[config.mk]
export PLATFORM = sky130hd
export DESIGN_NAME = inst_fetch_flat
export DESIGN_NICKNAME = d
export VERILOG_FILES = /design/src/rtl/inst_fetch_pkg.sv /design/src/rtl/inst_fetch_if.sv /design/src/rtl/if_buffer.sv /design/src/rtl/inst_fetch.sv /design/src/flat_wrapper.sv
export SDC_FILE = /design/constraint.sdc
export NUM_CORES = 1
export LEC_CHECK = 0
export ABC_AREA = 1
export ABC_CLOCK_PERIOD_IN_PS = 4190
export BUFFER_PORTS_ARGS = -buffer_cell sky130_fd_sc_hd__buf_2
export CAP_MARGIN = 20
export CORE_UTILIZATION = 46
export CTS_CLUSTER_SIZE = 16
export DETAILED_ROUTE_END_ITERATION = 10
export MAX_ROUTING_LAYER = met4
export PLACE_DENSITY = 0.87
export SLEW_MARGIN = 25
export SYNTH_ARGS = -nofsm -noshare
export SYNTH_HDL_FRONTEND = slang
export SYNTH_SLANG_ARGS = --single-unit
[constraint.sdc]
create_clock -name clk -period 4.19 [get_ports clk]
set_input_delay 0.2095 -clock clk [delete_from_list [all_inputs] [get_ports clk]]
set_output_delay 0.2095 -clock clk [all_outputs]
set_load 0.01 [all_outputs]
[src/rtl/inst_fetch_pkg.sv]
// Shared constants and FSM encoding for the instruction-fetch front end.
// PC register resets to BOOT_PC so the BOOT step lands on address 0.
package inst_fetch_pkg;

  localparam int INSTR_WIDTH = 32;
  localparam int PC_STEP     = 4;

  localparam logic [31:0] BOOT_PC = 32'hFFFF_FFFC;

  typedef enum logic [2:0] {
    IF_BOOT  = 3'd0,
    IF_REQ   = 3'd1,
    IF_WAIT  = 3'd2,
    IF_HOLD  = 3'd3,
    IF_DRAIN = 3'd4
  } if_state_e;

  typedef struct packed {
    logic [INSTR_WIDTH-1:0] pc;
    logic [INSTR_WIDTH-1:0] instr;
  } if_entry_t;

endpackage

[src/rtl/inst_fetch_if.sv]
// Instruction memory req/gnt/rvalid bundle.
// master = fetch unit, slave = memory.
interface inst_fetch_if
  import inst_fetch_pkg::*;
#(
  parameter int W = INSTR_WIDTH
) ();

  logic         imem_req;
  logic [W-1:0] imem_addr;
  logic         imem_gnt;
  logic         imem_rvalid;
  logic [W-1:0] imem_rdata;

  modport master (
    output imem_req,
    output imem_addr,
    input  imem_gnt,
    input  imem_rvalid,
    input  imem_rdata
  );

  modport slave (
    input  imem_req,
    input  imem_addr,
    output imem_gnt,
    output imem_rvalid,
    output imem_rdata
  );

endinterface

[src/rtl/if_buffer.sv]
// Single-entry {pc, instr} holding register for a stalled response.
// clear wins over load.
module if_buffer
  import inst_fetch_pkg::*;
#(
  parameter int W = INSTR_WIDTH
) (
  input  logic         clk,
  input  logic         rst,
  input  logic         load,
  input  logic         clear,
  input  logic [W-1:0] pc_in,
  input  logic [W-1:0] instr_in,
  output logic [W-1:0] pc_out,
  output logic [W-1:0] instr_out,
  output logic         valid
);

  logic [W-1:0] pc_q, pc_d;
  logic [W-1:0] instr_q, instr_d;
  logic         valid_q, valid_d;

  always_comb begin
    pc_d    = pc_q;
    instr_d = instr_q;
    valid_d = valid_q;
    if (clear) begin
      pc_d    = '0;
      instr_d = '0;
      valid_d = 1'b0;
    end else if (load) begin
      pc_d    = pc_in;
      instr_d = instr_in;
      valid_d = 1'b1;
    end
  end

  always_ff @(posedge clk or posedge rst) begin
    if (rst) begin
      pc_q    <= '0;
      instr_q <= '0;
      valid_q <= 1'b0;
    end else begin
      pc_q    <= pc_d;
      instr_q <= instr_d;
      valid_q <= valid_d;
    end
  end

  assign pc_out    = pc_q;
  assign instr_out = instr_q;
  assign valid     = valid_q;

endmodule

[src/rtl/inst_fetch.sv]
// Fetch FSM: drives PC register, one outstanding imem request,
// delivers {pc, instr} to IF/ID with stall and redirect handling.
module inst_fetch
  import inst_fetch_pkg::*;
#(
  parameter int INSTR_WIDTH = inst_fetch_pkg::INSTR_WIDTH,
  parameter int PC_STEP     = inst_fetch_pkg::PC_STEP
) (
  input  logic                   clk,
  input  logic                   rst,
  input  logic [INSTR_WIDTH-1:0] pc,
  output logic                   pc_en,
  output logic [INSTR_WIDTH-1:0] next_pc,
  input  logic                   redirect_valid,
  input  logic [INSTR_WIDTH-1:0] redirect_target,
  input  logic                   id_stall,
  inst_fetch_if.master           imem,
  output logic                   if_valid,
  output logic [INSTR_WIDTH-1:0] if_pc,
  output logic [INSTR_WIDTH-1:0] if_instr
);

  localparam int W = INSTR_WIDTH;

  if_state_e state_q, state_d;
  logic [W-1:0] addr_q, addr_d;

  logic         buf_load, buf_clear, buf_valid;
  logic [W-1:0] buf_pc, buf_instr;

  logic         pc_en_c, if_valid_c, req_c;
  logic [W-1:0] next_pc_c, if_pc_c, if_instr_c;
  logic [W-1:0] pc_inc;
  logic         redir;

  assign pc_inc = pc + W'(PC_STEP);
  assign redir  = redirect_valid;

  if_buffer #(.W(W)) u_buf (
    .clk      (clk),
    .rst      (rst),
    .load     (buf_load),
    .clear    (buf_clear),
    .pc_in    (addr_q),
    .instr_in (imem.imem_rdata),
    .pc_out   (buf_pc),
    .instr_out(buf_instr),
    .valid    (buf_valid)
  );

  always_comb begin
    state_d    = state_q;
    addr_d     = addr_q;
    pc_en_c    = 1'b0;
    req_c      = 1'b0;
    if_valid_c = 1'b0;
    if_pc_c    = '0;
    if_instr_c = '0;
    buf_load   = 1'b0;
    buf_clear  = 1'b0;
    next_pc_c  = pc_inc;

    unique case (state_q)
      IF_BOOT: begin
        pc_en_c = 1'b1;
        state_d = IF_REQ;
      end
      IF_REQ: begin
        req_c  = 1'b1;
        addr_d = pc;
        if (redir) begin
          pc_en_c = 1'b1;
          state_d = imem.imem_gnt ? IF_DRAIN : IF_REQ;
        end else if (imem.imem_gnt) begin
          state_d = IF_WAIT;
        end
      end
      IF_WAIT: begin
        if (redir) begin
          pc_en_c = 1'b1;
          state_d = imem.imem_rvalid ? IF_REQ : IF_DRAIN;
        end else if (imem.imem_rvalid) begin
          if (!id_stall) begin
            if_valid_c = 1'b1;
            if_pc_c    = addr_q;
            if_instr_c = imem.imem_rdata;
            pc_en_c    = 1'b1;
            state_d    = IF_REQ;
          end else begin
            buf_load = 1'b1;
            state_d  = IF_HOLD;
          end
        end
      end
      IF_HOLD: begin
        if (redir) begin
          pc_en_c   = 1'b1;
          buf_clear = 1'b1;
          state_d   = IF_REQ;
        end else begin
          if_valid_c = buf_valid;
          if_pc_c    = buf_pc;
          if_instr_c = buf_instr;
          if (!id_stall) begin
            pc_en_c   = 1'b1;
            buf_clear = 1'b1;
            state_d   = IF_REQ;
          end
        end
      end
      IF_DRAIN: begin
        // latest redirect wins; the stale response just ends the drain
        if (redir) pc_en_c = 1'b1;
        if (imem.imem_rvalid) state_d = IF_REQ;
      end
      default: state_d = IF_BOOT;
    endcase

    if (redir && state_q != IF_BOOT) next_pc_c = redirect_target;
  end

  always_ff @(posedge clk or posedge rst) begin
    if (rst) begin
      state_q <= IF_BOOT;
      addr_q  <= '0;
    end else begin
      state_q <= state_d;
      addr_q  <= addr_d;
    end
  end

  always_comb begin
    pc_en    = pc_en_c;
    next_pc  = next_pc_c;
    if_valid = if_valid_c;
    if_pc    = if_pc_c;
    if_instr = if_instr_c;
    imem.imem_req = req_c;
    if (rst) begin
      pc_en    = 1'b0;
      next_pc  = '0;
      if_valid = 1'b0;
      if_pc    = '0;
      if_instr = '0;
      imem.imem_req = 1'b0;
    end
  end

  assign imem.imem_addr = pc;

  a_no_unsolicited_rvalid: assert property (
    @(posedge clk) disable iff (rst)
    imem.imem_rvalid |-> (state_q inside {IF_WAIT, IF_DRAIN})
  );

endmodule

[src/flat_wrapper.sv]
// flat-port wrapper written by rule: the top's interface ports become plain ports
module inst_fetch_flat import inst_fetch_pkg::*;
#(
  parameter int INSTR_WIDTH = inst_fetch_pkg::INSTR_WIDTH,
  parameter int PC_STEP     = inst_fetch_pkg::PC_STEP
)
  (clk, rst, pc, pc_en, next_pc, redirect_valid, redirect_target, id_stall, if_valid, if_pc, if_instr, imem_imem_req, imem_imem_addr, imem_imem_gnt, imem_imem_rvalid, imem_imem_rdata);
  inst_fetch_if imem_i ();
  input  logic clk;
  input  logic rst;
  input  logic [INSTR_WIDTH-1:0] pc;
  output logic pc_en;
  output logic [INSTR_WIDTH-1:0] next_pc;
  input  logic redirect_valid;
  input  logic [INSTR_WIDTH-1:0] redirect_target;
  input  logic id_stall;
  output logic if_valid;
  output logic [INSTR_WIDTH-1:0] if_pc;
  output logic [INSTR_WIDTH-1:0] if_instr;
  output wire logic [$bits(imem_i.imem_req)-1:0] imem_imem_req;
  output wire logic [$bits(imem_i.imem_addr)-1:0] imem_imem_addr;
  input wire logic [$bits(imem_i.imem_gnt)-1:0] imem_imem_gnt;
  input wire logic [$bits(imem_i.imem_rvalid)-1:0] imem_imem_rvalid;
  input wire logic [$bits(imem_i.imem_rdata)-1:0] imem_imem_rdata;
  assign imem_imem_req = imem_i.imem_req;
  assign imem_imem_addr = imem_i.imem_addr;
  assign imem_i.imem_gnt = imem_imem_gnt;
  assign imem_i.imem_rvalid = imem_imem_rvalid;
  assign imem_i.imem_rdata = imem_imem_rdata;
  inst_fetch #(.INSTR_WIDTH(INSTR_WIDTH), .PC_STEP(PC_STEP)) u_core (.clk(clk), .rst(rst), .pc(pc), .pc_en(pc_en), .next_pc(next_pc), .redirect_valid(redirect_valid), .redirect_target(redirect_target), .id_stall(id_stall), .imem(imem_i), .if_valid(if_valid), .if_pc(if_pc), .if_instr(if_instr));
endmodule
### Word level (Yosys, flattened, before mapping)

Index checks and enable logic that the tools add are counted.
Widths: inputs -> output; s select.

| operators by class | value |
|---|---|
| add/subtract/negate cells | 1 |
| eq/ne operators | 8 |
| multiplexer cells | 49 |
| reductions and logical operators | 6 |

Operators by type and width:

| kind | number |
|---|---|
| $mux 32 | 16 |
| $pmux 32 s2 | 2 |
| $add 32x3->32 const B | 1 |
| $mux 3 | 9 |
| $mux 1 | 18 |
| $pmux 3 s5 | 1 |
| $ne 3x3->1 const B | 3 |
| $eq 3x2->1 const B | 2 |
| $pmux 1 s4 | 1 |
| $reduce_and 4->1 | 1 |
| $eq 3x1->1 const B | 1 |
| $eq 3x3->1 const B | 1 |
| $logic_not 3->1 | 1 |
| $reduce_bool 3->1 | 1 |
| $mux 2 | 1 |
| $ne 2x2->1 const B | 1 |
| $pmux 1 s2 | 1 |
| $reduce_bool 2->1 | 1 |
| $reduce_or 2->1 | 1 |
| $logic_and 1x1->1 | 1 |

| storage, ports and cells | value |
|---|---|
| flip-flop bits (word level) | 100 |
| input bits | 102 |
| word-level logic and storage cells | 69 |

### Logic depth before layout (Yosys ltp)

| logic depth | value |
|---|---|
| word-level depth | 6 |
| gate-level depth with buffers | 10 |
| depth with buffers taken out | 10 |

### Hierarchy

From an unflattened synthesis, not the netlist that was laid out.

| second synthesis, totals | value |
|---|---|
| cell total of the unflattened synthesis | 1000 |
| area total of the unflattened synthesis | 6527.5 µm² |

Modules (own cells, without submodules):

| module | times used | cells each | area an instance (µm²) |
|---|---|---|---|
| inst_fetch | 1 | 719 | 3965.1 |
| if_buffer | 1 | 281 | 2562.5 |

### Worst setup path after synthesis

OpenSTA, ideal clock, no wires.

| path | value |
|---|---|
| path kind | in2out |
| from | in rst |
| to | out next_pc[24] |
| arrival time | 4.128 ns |
| data required time | 3.980 ns |
| path slack | -0.147 ns |
| cell stages on the path | 4 |
| cell sequence | inv_1 -> clkbuf_1 -> o21ai_0 -> a21oi_1 |

| on the way | value |
|---|---|
| longest elaborated chain between the ends | 1 |

RTL lines:

| item | RTL line | text |
|---|---|---|
| start: declaration | flat_wrapper.sv:10 | `input logic rst;` |
| $mux 32 | inst_fetch.sv:139 | `if (rst) begin` |
| end: declaration | flat_wrapper.sv:13 | `output logic [INSTR_WIDTH-1:0] next_pc;` |

No other way between the ends.

### Worst setup path in the final report

| path | value |
|---|---|
| from | reg u_core.state_q[2] |
| to | out pc_en |

| on the way | value |
|---|---|
| longest elaborated chain between the ends | 4 |
| elaborated cells on any way between the ends | 8 |

RTL lines:

| item | RTL line | text |
|---|---|---|
| start: declaration | inst_fetch.sv:25 | `if_state_e state_q, state_d;` |
| start signal: assignment | inst_fetch.sv:127 | `state_q <= state_d;` |
| $eq 3x1->1 / $eq 3x3->1 (equally long branches) | inst_fetch.sv:63 | `unique case (state_q)` |
| $reduce_or 2->1 (no source line) | - |  |
| $pmux 1 s4 * | inst_fetch.sv:63 |  |
| $mux 1 * | inst_fetch.sv:139 |  |
| end: declaration | flat_wrapper.sv:12 | `output logic pc_en;` |

Mark *: on every way between the ends. The rest lies on a longest branch, timed or not.

==> impl_metrics.toml <==
[floorplan]
die_h_um = 124
placementRows = 44
io_pins = 233
core_um2 = 14500
initial_core_util = 0.470
dieArea_um2 = 15300
die_x_um = 124

[power]
leakage_uw = 0.00415
finalPower_uw = 3910
p_per_area_nw_per_um2 = 491
vdd_drop_max_uv = 183

[detailed_routing]
wire_per_inst_um = 14.1
via_per_inst = 5.16
drc = 0
vias = 6573
drt_wl_total_um = 18000
drt_iter0_drc = 465
ant_nets = 0
first_pass_iters = 4

[cells_and_area]
utilization = 0.550
nNetsFinal = 1187
layout-drive-gt1-share = 0.290
mostFrequentLayoutCell = "buf_2"
layout_common_cells = "232 x buf_2, 134 x nand2_1, 129 x inv_1"
nFillCells = 1372
multi_input_comb_area_um2 = 3150
seq_area_um2 = 2500
n_antenna_cell = 0
area_delta_synth_final_pct = 17.1

[clock_network]
cts_setup_buffers = 0
path_clk_slew_ns = 0.07
postCtsResizedCells = 0
cts_tree = "yes"
clk_latency_ns = 0.34
htreeDepth = 3
cts_buffer_depth = 2
cts_hold_buffers = 1
cts_sinks = 100
root_buffer = "clkbuf_16"
numCtsBuffers = 9

[synth]
syn_nets = 1022
synth-async-reset-ratio = 1.00
yosys.area.top_type = "dfrtp_1"
synthesis.area_um2 = 6800
synth_area_per_cell_um2 = 7.40
yosys_most_used_dff = "dfrtp_1"
ys_seq_area_frac = 0.368
yosys.area.top_type_share = 0.368
ys_warn_count = 0
ys_types = 32
synth_edf_count = 0
synth_top_cells_by_area = "dfrtp_1 37%, nand2_1 7.5%, inv_1 7.2%"
syn_inst = 919
ys_ff_latch = 100

[critical_path]
worstSetupStartpointType = "flop"
crit_type = "reg2out"
crit_required_ns = 3.98
cp.arrival_ns = 2.61
end_kind = "output port"
cp_max_fo = 40

[job]
maxCapViolations = 0

[sta]
fin_ws_ns = 1.37
finalSetupViolCount = 0
slew_violations = 0
fin_skew_ns = 0.00735
tightest_slew_ns = 0.794
period_minus_slack_ns = 2.82
hold_slack_ns = 0.107
fmax_ghz = 0.354
hold_viol = 0
rsz0062_at_grt = "no"
finalCritPeriodShare = 0.674
max_slew_margin = 0.468
finalSetupTns_ns = 0

[grt]
gr-usage-all-layers = 0.246
grt_max_degree = 67
grt_pass1_vias = 5795
grt_remaining_overflow = 0
grt_pass1_wl_um = 28500
grt_antenna_before_repair = 0

[place]
dpl.hpwl_um = 13100
post-place-ws_ns = 1.68
gp_congestion = 0.902
portBuffers = 232

[hold_path]
hold_class = "in2reg"

[outcome]
status = "complete, no violations"
## routing by layer
metal,global-route usage,share of wire,vias to the layer above
met5,-,0,-
met4,0.0798,0.021,0
met3,0.0311,0.053,26
met2,0.409,0.48,261
met1,0.312,0.44,2985
li1,-,-,3301
## cells by family after synthesis
family,Yosys count,share of synthesized area
compound gates,224,0.217
xor+xnor,9,0.0116
fa+ha+maj,1,0.00184
buf+inv,220,0.169
flops,100,0.368
simple gates,365,0.233
## worst paths after layout
path,startpoint,to,slack (ns),depth (start not counted)
max,u_core.state_q[2],pc_en,1.37,8
min,imem_imem_rdata[4],u_core.u_buf.instr_out[4],0.11,3
max reg2reg,u_core.state_q[2],u_core.u_buf.instr_out[19],1.69,7
min reg2reg,u_core.u_buf.valid,u_core.u_buf.valid,0.48,2
max in group asynchronous,rst,u_core.u_buf.instr_out[10],2.73,4
min in group asynchronous,rst,u_core.u_buf.pc_out[14],0.44,3
## where the power goes
| group | switching (µW) | internal, µW |
|---|---|---|
| sequential | 233 | 1350 |
| clock | 369 | 469 |
| combinational | 980 | 504 |
## synth_stat cells, drive strengths merged (2+ instances only)
library cell  number
a21oi             15
nand2            138
dfrtp            100
a22oi             64
nor2             124
o21ai            135
inv              131
buf               76
or2                2
clkbuf            13
nand3             96
o21bai             8
xnor2              8
and2               2
## state kept, by name, indices dropped and copies added (netlist names)
signal                  flops
u_core.addr_q              32
u_core.state_q              3
u_core.u_buf.instr_out     32
u_core.u_buf.pc_out        32
u_core.u_buf.valid          1
## critical path: stages, from the launching register on
cell	delay (ns)
dfrtp_1	0.43
inv_1	0.10
nand2_2	0.10
nor2_4	0.46
nand2_2	0.61
nand3_1	0.26
a21oi_1	0.06
nor2_1	0.10
buf_2	0.15
## final cells by class
type / count / area share
clock buffers: 10 / 0.0288
clock inverters: 6 / 0.00911
inverters: 131 / 0.0627
multi-input cells: 599 / 0.396
flip-flops and latches: 100 / 0.314
well taps: 184 / 0.0289
repair buffers: 243 / 0.160
## stage by stage
| step | cell area (µm²) | cells |
|---|---|---|
| after floorplan | 6800 | 919 |
| after global placement | 7620 | 1254 |
| after detailed placement | 7620 | 1254 |
| after CTS | 7930 | 1271 |
| after global routing | 7960 | 1273 |
| final | 7960 | 1273 |
Power figures use the tool's default switching activity.
